[src/rtl/serie_div_seq.sv]
// rtl/serie_div_seq.sv - sequential alternating-series quotient engine
//
// Computes v = m/a - m/(a+2) + m/(a+4) - ... over 2*N_TERMS terms, with
// m = 4 << FRAC_BITS, using one shared restoring divider stepped one
// quotient bit per cycle and a signed-alternating accumulator.
//
// Ports:
//   clk_2   in   1        clock, all state on rising edge
//   reset   in   1        synchronous, active-high
//   start   in   1        request, sampled only while idle
//   a       in   A_BITS   divisor base, captured on accepted start
//   busy    out  1        computation in progress
//   done    out  1        one-cycle pulse, result valid
//   err     out  1        a was zero on last accepted start
//   result  out  V_BITS   accumulated series value, held until next finish
//   term    out  4        index of the term being processed, 0 when idle
module serie_div_seq #(
   parameter int A_BITS    = 8,
   parameter int N_TERMS   = 4,
   parameter int FRAC_BITS = 60,
   parameter int V_BITS    = 64
) (
   input  logic              clk_2,
   input  logic              reset,
   input  logic              start,
   input  logic [A_BITS-1:0] a,
   output logic              busy,
   output logic              done,
   output logic              err,
   output logic [V_BITS-1:0] result,
   output logic [3:0]        term
);

   localparam int MW = FRAC_BITS + 3;
   localparam int DW = A_BITS + 4;
   localparam int CW = $clog2(MW + 1);

   localparam logic [MW-1:0] M_VAL  = {3'b100, {FRAC_BITS{1'b0}}};
   localparam logic [3:0]    K_LAST = 4'(2 * N_TERMS - 1);

   typedef enum logic [2:0] {
      S_IDLE,
      S_LOAD,
      S_DIV,
      S_ACC,
      S_FIN
   } state_t;

   state_t            r_state;
   logic [A_BITS-1:0] r_a;
   logic [3:0]        r_k;
   logic              r_err_pend;
   logic [DW-1:0]     r_rem;
   logic [MW-1:0]     r_quo;
   logic [DW-1:0]     r_div;
   logic [CW-1:0]     r_cnt;
   logic [V_BITS-1:0] r_acc;

   logic [DW:0]       w_shift;
   logic [DW:0]       w_diff;
   logic              w_ge;
   logic [DW-1:0]     w_div_next;
   logic [V_BITS-1:0] w_q_ext;
   logic              w_in_term;

   // Remainder stays below the divisor, so the shifted value fits DW+1 bits
   // and the top bit of the difference is a clean borrow flag.
   assign w_shift    = {r_rem, r_quo[MW-1]};
   assign w_diff     = w_shift - {1'b0, r_div};
   assign w_ge       = ~w_diff[DW];
   assign w_div_next = DW'(r_a) + (DW'(r_k) << 1);
   assign w_q_ext    = V_BITS'(r_quo);
   assign w_in_term  = (r_state == S_LOAD) || (r_state == S_DIV) || (r_state == S_ACC);

   assign term = w_in_term ? r_k : 4'd0;

   always_ff @(posedge clk_2) begin
      if (reset) begin
         r_state    <= S_IDLE;
         r_a        <= '0;
         r_k        <= '0;
         r_err_pend <= 1'b0;
         r_rem      <= '0;
         r_quo      <= '0;
         r_div      <= '0;
         r_cnt      <= '0;
         r_acc      <= '0;
         busy       <= 1'b0;
         done       <= 1'b0;
         err        <= 1'b0;
         result     <= '0;
      end else begin
         done <= 1'b0;
         // busy lags the state by one cycle: high from the cycle after
         // acceptance, low together with the done pulse.
         busy <= w_in_term;
         case (r_state)
            S_IDLE: begin
               if (start) begin
                  r_a        <= a;
                  r_acc      <= '0;
                  r_k        <= '0;
                  r_err_pend <= (a == '0);
                  r_state    <= (a == '0) ? S_FIN : S_LOAD;
               end
            end
            S_LOAD: begin
               r_rem   <= '0;
               r_quo   <= M_VAL;
               r_div   <= w_div_next;
               r_cnt   <= CW'(MW);
               r_state <= S_DIV;
            end
            S_DIV: begin
               // Dividend bits shift out of the top of r_quo while quotient
               // bits shift in at the bottom.
               r_rem   <= w_ge ? w_diff[DW-1:0] : w_shift[DW-1:0];
               r_quo   <= {r_quo[MW-2:0], w_ge};
               r_cnt   <= r_cnt - CW'(1);
               if (r_cnt == CW'(1)) begin
                  r_state <= S_ACC;
               end
            end
            S_ACC: begin
               r_acc <= r_k[0] ? (r_acc - w_q_ext) : (r_acc + w_q_ext);
               if (r_k == K_LAST) begin
                  r_state <= S_FIN;
               end else begin
                  r_k     <= r_k + 4'd1;
                  r_state <= S_LOAD;
               end
            end
            S_FIN: begin
               result  <= r_err_pend ? '0 : r_acc;
               err     <= r_err_pend;
               done    <= 1'b1;
               r_state <= S_IDLE;
            end
            default: begin
               r_state <= S_IDLE;
            end
         endcase
      end
   end

endmodule

[config.mk]
export PLATFORM = sky130hd
export DESIGN_NAME = serie_div_seq
export DESIGN_NICKNAME = d
export VERILOG_FILES = /design/src/rtl/serie_div_seq.sv
export SDC_FILE = /design/constraint.sdc
export NUM_CORES = 1
export LEC_CHECK = 0
export CAP_MARGIN = 30
export CORE_MARGIN = 2
export CORE_UTILIZATION = 38
export CTS_CLUSTER_SIZE = 24
export DETAILED_ROUTE_END_ITERATION = 8
export HOLD_SLACK_MARGIN = 0.05
export PLACE_DENSITY_LB_ADDON = 0.15
export SLEW_MARGIN = 10
export SYNTH_ARGS = -nofsm -noshare
export SYNTH_HDL_FRONTEND = slang
export SYNTH_SLANG_ARGS = --single-unit
[constraint.sdc]
create_clock -name clk_2 -period 7.3 [get_ports clk_2]
set_input_delay 1.825 -clock clk_2 [delete_from_list [all_inputs] [get_ports clk_2]]
set_output_delay 1.825 -clock clk_2 [all_outputs]
set_load 0.01 [all_outputs]
==> results.json <==
{
  "status": "complete, no violations",
  "rsz0062_at_grt": "no",
  "synthesis.nets": 1907,
  "drive_gt1_share_pct": 4.86,
  "nets": 1910,
  "netlist_area_mm2": 0.0142,
  "cts_buffers": 27,
  "vias_per_cell": 5.48,
  "synthArstFlopShare_pct": 0,
  "post_cts_buffers": 0,
  "place_congestion": 0.911,
  "grt.total_usage_pct": 19.3,
  "highest_layer": "met4",
  "slew_headroom_pct": 38.7,
  "die-area_mm2": 0.0389,
  "area_growth_pct": 14.0,
  "pwr-share-clk_pct": 25.3,
  "power_density_mw_per_mm2": 347,
  "cts_max_level": 1,
  "wl_per_cell_um": 16.5,
  "maxCapViolCount": 0,
  "clock_path_buffers": 3,
  "fin_skew_ns": 0.00911,
  "yosys_warnings": 0,
  "rows": 70,
  "die_width_um": 197,
  "route.met2.wl_mm": 15.8,
  "hp-class": "flop to flop",
  "ctsResizeCount": 0,
  "first_global_vias": 11846,
  "clock_latency_ns": 0.55,
  "synth_top_area_cell": "dfxtp_1",
  "nFillCells": 3661,
  "first_iter_violations": 913,
  "initial_utilization_pct": 38.6,
  "tightest_slew_ns": 0.920,
  "crit_arrival_ns": 5.79,
  "io_pins": 82,
  "netlist_instances": 1813,
  "wl_mm": 37.8,
  "synth_area_leaders": "dfxtp_1, a21oi_1, ha_1, nor2_1, xnor2_1",
  "peakVddDrop_v": 0.000189,
  "drc": 0,
  "antennaDiodeCount": 0,
  "netlist.area_leader.share_pct": 33.5,
  "cp.required_ns": 7.78,
  "fin_crit_ns": 5.31,
  "ys_ff_latch": 237,
  "numPortBuffers": 81,
  "fmax_mhz": 188,
  "start_kind": "flop",
  "design.core.area_mm2": 0.0367,
  "synth.avg_cell_area_um2": 7.82,
  "ant_nets": 0,
  "grt.overflow.total": 0,
  "worst-path-max-fanout": 7,
  "vias": 12597,
  "root_buffer": "clkbuf_16",
  "fp.dieH_um": 197,
  "cts.sinks": 237,
  "power_leakage_nw": 6.48,
  "hold_viol": 0,
  "postLayoutCoreUtil_pct": 44.0,
  "critical_path_class": "flop to flop",
  "synth_flop_cell": "dfxtp_1",
  "fin_tns_setup_ns": 0,
  "tritoncts": "built",
  "grt_start_max_net_pins": 120,
  "ys_seq_area_share_pct": 33.5,
  "hpwl_mm": 26.5,
  "switching_share_pct": 40.5,
  "switchingPower_mw": 2.27,
  "wl_met3_mm": 1.54,
  "cts.clk_slew.worst_paths_ns": 0.06,
  "synth-edff-count": 0,
  "synthMostInstantiatedCell": "nor2_1",
  "yosysUniqueCellTypes": 74,
  "finalSetupViolCount": 0,
  "p_comb_share_pct": 49.6,
  "sequentialPowerShare_pct": 25.1,
  "wl_met1_mm": 19.8,
  "dr.pass1.iters": 5,
  "grt_pass1_wl_mm": 62.2,
  "endpoint_kind": "flop",
  "p_int_mw": 3.33,
  "drv_slew": 0,
  "antenna_found_initial": 0,
  "fin_crit_sh_pct": 72.8,
  "postCtsHoldBufs": 0,
  "design_power_total_mw": 5.60,
  "synth_commonest_cells": "nor2_1, dfxtp_1, a21oi_1"
}
==> path summary, 6_finish.rpt <==
path	end	startpoint	slack [ns]	depth (start not counted)
worst min register to register	r_div[5]	r_div[5]	0.46	2
worst max-delay path	r_acc[63]	r_quo[13]	1.99	19
worst min-delay path	r_div[5]	r_div[5]	0.46	2
worst max register to register	r_acc[63]	r_quo[13]	1.99	19
==> stage by stage <==
stage | std cells | setup slack (ns) | hold slack, ns | instance area (um2)
6_report | 2299 | 1.99 | 0.457 | 16200
5_1_grt | 2299 | 1.61 | 0.490 | 16200
4_1_cts | 2299 | 2.00 | 0.459 | 16200
3_5_place_dp | 2255 | 2.06 | 0.446 | 15200
3_3_place_gp | 2254 | 2.13 | 0.445 | 15200
2_1_floorplan | 1813 | 2.18 | 0.432 | 14200
==> logic make-up after synthesis <==
logic type / Yosys count / share of synthesized area (%)
AO/OA/AOI/OAI: 539 / 23.7
XOR/XNOR: 132 / 8.16
adder cells (fa/ha/maj): 83 / 7.49
buffers and inverters: 178 / 4.85
flip-flops: 237 / 33.5
multiplexers: 5 / 0.362
AND/OR/NAND/NOR: 639 / 21.9
==> metal layers <==
metal	vias to the layer above	GRT usage [%]
li1	6406	-
met1	5897	28.7
met2	244	29.5
met3	50	2.30
met4	0	4.73
met5	-	0
==> power by group through the flow <==
stage | combinational (mW) | clock [mW] | sequential [mW]
final | 2.78 | 1.42 | 1.41
after global routing | 3.07 | 1.51 | 1.42
after global placement | 2.73 | 0 | 1.44
after detailed placement | 2.72 | 0 | 1.44
after CTS | 2.74 | 1.46 | 1.41
after floorplan | 2.12 | 0 | 1.41
==> cells in the final DEF, fill, tap and decap left out, types with 5 or more instances in the layout <==
cell             netlist  layout
and2_1                10      10
xor2_1                34      34
nor3b_1               65      64
a21boi_0               5       5
o31ai_1                5       5
dfxtp_1              237     235
xnor2_1               98      98
and3_1                 6       6
nand4_1               21      21
inv_1                 56      56
or3_1                  8       8
ha_1                  80      80
a22oi_1               81      81
or4_1                  6       6
o21a_1                 8       8
clkbuf_8               1       9
nor3_1                35      33
a31oi_1               21      21
o31a_1                 5       5
a21oi_1              201     201
nor4_1                 8       8
nand2_1              151     150
nand2b_1               8       8
nand3_1               21      21
clkbuf_16              0      27
nor2_1               263     262
o2111ai_1              5       5
nor2b_1               11      11
buf_4                  0      14
a22o_1                 7       7
o21ai_0               86      86
a21o_1                59      59
o21bai_1              17      17
a211oi_1              11      11
clkdlybuf4s50_1        0      80
==> critical path: stages (launching register included) <==
cell	delay, ns
dfxtp_1	0.36
or4_4	0.57
or3_4	0.36
nand4b_4	0.19
nor3_1	0.18
buf_4	0.18
and3_2	0.29
nor2_1	0.07
xnor2_1	0.22
ha_1	0.34
a21o_1	0.22
o21bai_1	0.17
a211o_1	0.31
a221o_1	0.36
a21oi_1	0.20
o21a_1	0.18
a2111oi_0	0.14
or4_4	0.57
a211oi_2	0.21
o21bai_1	0.12
==> area by class of cell <==
class                   count  area (um2)  share of cell area [%]
repair buffers             96         928                    5.75
clock buffers              40         815                    5.04
flip-flops and latches    237        4750                    29.4
inverters                  56         210                    1.30
multi-input cells        1398        8770                    54.3
well taps                 468         586                    3.62
clock inverters             4        97.6                   0.604
==> flip-flops by register name, summed over array words and instances, names as in the netlist <==
signal / cells
r_div: 9
r_quo: 63
r_cnt: 6
r_state: 3
busy: 1
r_k: 4
err: 1
done: 1
r_err_pend: 1
r_acc: 64
r_a: 8
r_rem: 12
result: 64
(Power assumes the default switching activity.)
==> patch (same flow settings) <==
Re-encode `state_t` (5 states) as one-hot, 5 bits wide.
--- a/src/rtl/serie_div_seq.sv
+++ b/src/rtl/serie_div_seq.sv
@@ -39,10 +39,10 @@
    localparam logic [3:0]    K_LAST = 4'(2 * N_TERMS - 1);
 
-   typedef enum logic [2:0] {
-      S_IDLE,
-      S_LOAD,
-      S_DIV,
-      S_ACC,
-      S_FIN
+   typedef enum logic [4:0] {
+      S_IDLE = 5'b00001,
+      S_LOAD = 5'b00010,
+      S_DIV  = 5'b00100,
+      S_ACC  = 5'b01000,
+      S_FIN  = 5'b10000
    } state_t;
 
Check against the original RTL: no difference found for any inputs over 10 cycles, from zero or initial values and one cycle with reset high; not proved beyond that.
==> patch against the unedited design <==
Sequential cell count increased by 2. Die area is 0.78% lower. Synthesized cell count is 0.94% lower. Wire length increased by 1.6%. Design area is 0.29% lower. First-iteration DRC count down 17%. Synthesized area fell by 0.80%. Setup slack got worse by 0.39 ns. Hold slack worse by 0.0055 ns.
Power is not compared: it rests on default switching activity, and its combinational part moved more than twofold at a synthesized area within 25%.
==> patch: results (changes against the unedited design) <==
Final HPWL DP: 27000 um (+2.0%)
Worst slew margin: 32.9% (-5.8 points)
Clock Skew: 0.0338 ns (+0.0247 ns)
Filler cell count: 3720 (+1.6%)
Post-synth cell types: 69 (-6.8%)
Share of cells above drive strength 1: 4.59% (-0.28 points)
Syn Area/Cell: 7.83 um2 (+0.14%)
Non-clock buffer count: 100 (+4.2%)
RePlAce Congestion: 0.888 (-2.5%)
Synth Area in XOR/XNOR: 8.35% (+0.19 points)
Post-DR vias/cell: 5.41 (-1.2%)
Synth area leaders: dfxtp_1 (34%), a21oi_1 (8.0%), ha_1 (7.1%)
FF/Latch Area: 4790 um2 (+0.84%)
Sequential element share of the synthesized area: 34.0% (+0.56 points)
Multi-input gates: 1396 (-0.14%)
Status: finished, final reports clean
Met2 Usage GRT: 33.6% (+4.1 points)
Inverters: 48 (-14%)
Via count: 12500 (-1.2%)
First-pass GRT wire length: 63100 um (+1.6%)
Total CTS buffers: 28 (+3.7%)
Worst R2R Path Depth: 22 (+3)
Arr. time, crit path: 6.19 ns (+0.40 ns)
Detail Route met2 WL: 17900 um (+13%)
Die Area: 38600 um2 (-0.78%)
Pin count of the biggest net entering global routing: 96 (-20%)
Vias in the first global route: 12000 (+1.5%)
Total GRT Usage: 19.9% (+0.57 points)
Synth Area in Compound Gates: 22.7% (-1.0 points)
Routed wl met3: 1170 um (-24%)
Top post-synthesis cells by count: nor2_1 (266), dfxtp_1 (239), a21oi_1 (226)
Multi-input gate area: 8690 um2 (-0.97%)
#FFs+latches synth: 239 (+0.84%)
Clock network area share: 5.53% (-0.12 points)
Routed length per instance: 16.7 um (+1.6%)
Met1 Use GR: 26.5% (-2.2 points)
Place WS: 1.65 ns (-0.405 ns)
-- patch: cell types whose count changed in the layout (fill, tap and decap cells not counted), sizes merged, moves of 9 or more --
cell	delta
nand2	-18
nor4	+11
a21o	-18
a22oi	-9
a21oi	+25
o21ai	-14
nand3	+14
-- patch: report_power, final --
group          total (uW)  leakage [uW]  switching (uW)  internal [uW]
Clock                1380      0.000418             572            807
Sequential           1340       0.00193            15.4           1320
Combinational         495       0.00388             301            194
Total                3210       0.00623             889           2320
-- patch: worst paths after layout --
kind | slack, ns | end | start
max | 1.59 | r_acc[63]$_SDFFE_PP0P_ | r_quo[12]$_SDFFE_PP0P_
min | 0.45 | r_div[4]$_SDFFE_PP0P_ | r_div[4]$_SDFFE_PP0P_
max reg2reg | 1.59 | r_acc[63]$_SDFFE_PP0P_ | r_quo[12]$_SDFFE_PP0P_
min reg2reg | 0.45 | r_div[4]$_SDFFE_PP0P_ | r_div[4]$_SDFFE_PP0P_
-- patch: worst max-delay path, cell delays in order (launching register included) --
cell and delay, ns:
dfxtp_1 0.37, or4_4 0.54, inv_2 0.09, nand2_2 0.06, or4_4 0.44, nor2_1 0.14, nand2_1 0.08, nor4b_2 0.60
o21ai_1 0.27, xnor2_1 0.18, ha_1 0.39, nand2_1 0.12, o21ai_0 0.31, a2111oi_0 0.11, or2_2 0.31, a31o_2 0.27
o21ai_1 0.37, a311oi_1 0.16, o21ai_0 0.20, o21a_1 0.16, xor2_1 0.07, or3_1 0.30, o21ai_0 0.07
-- patch: kinds of logic after synthesis --
group,Yosys count
compound gates,522
xor+xnor,134
mux,10
buf+inv,161
simple gates,647
fa+ha+maj,83
flops,239
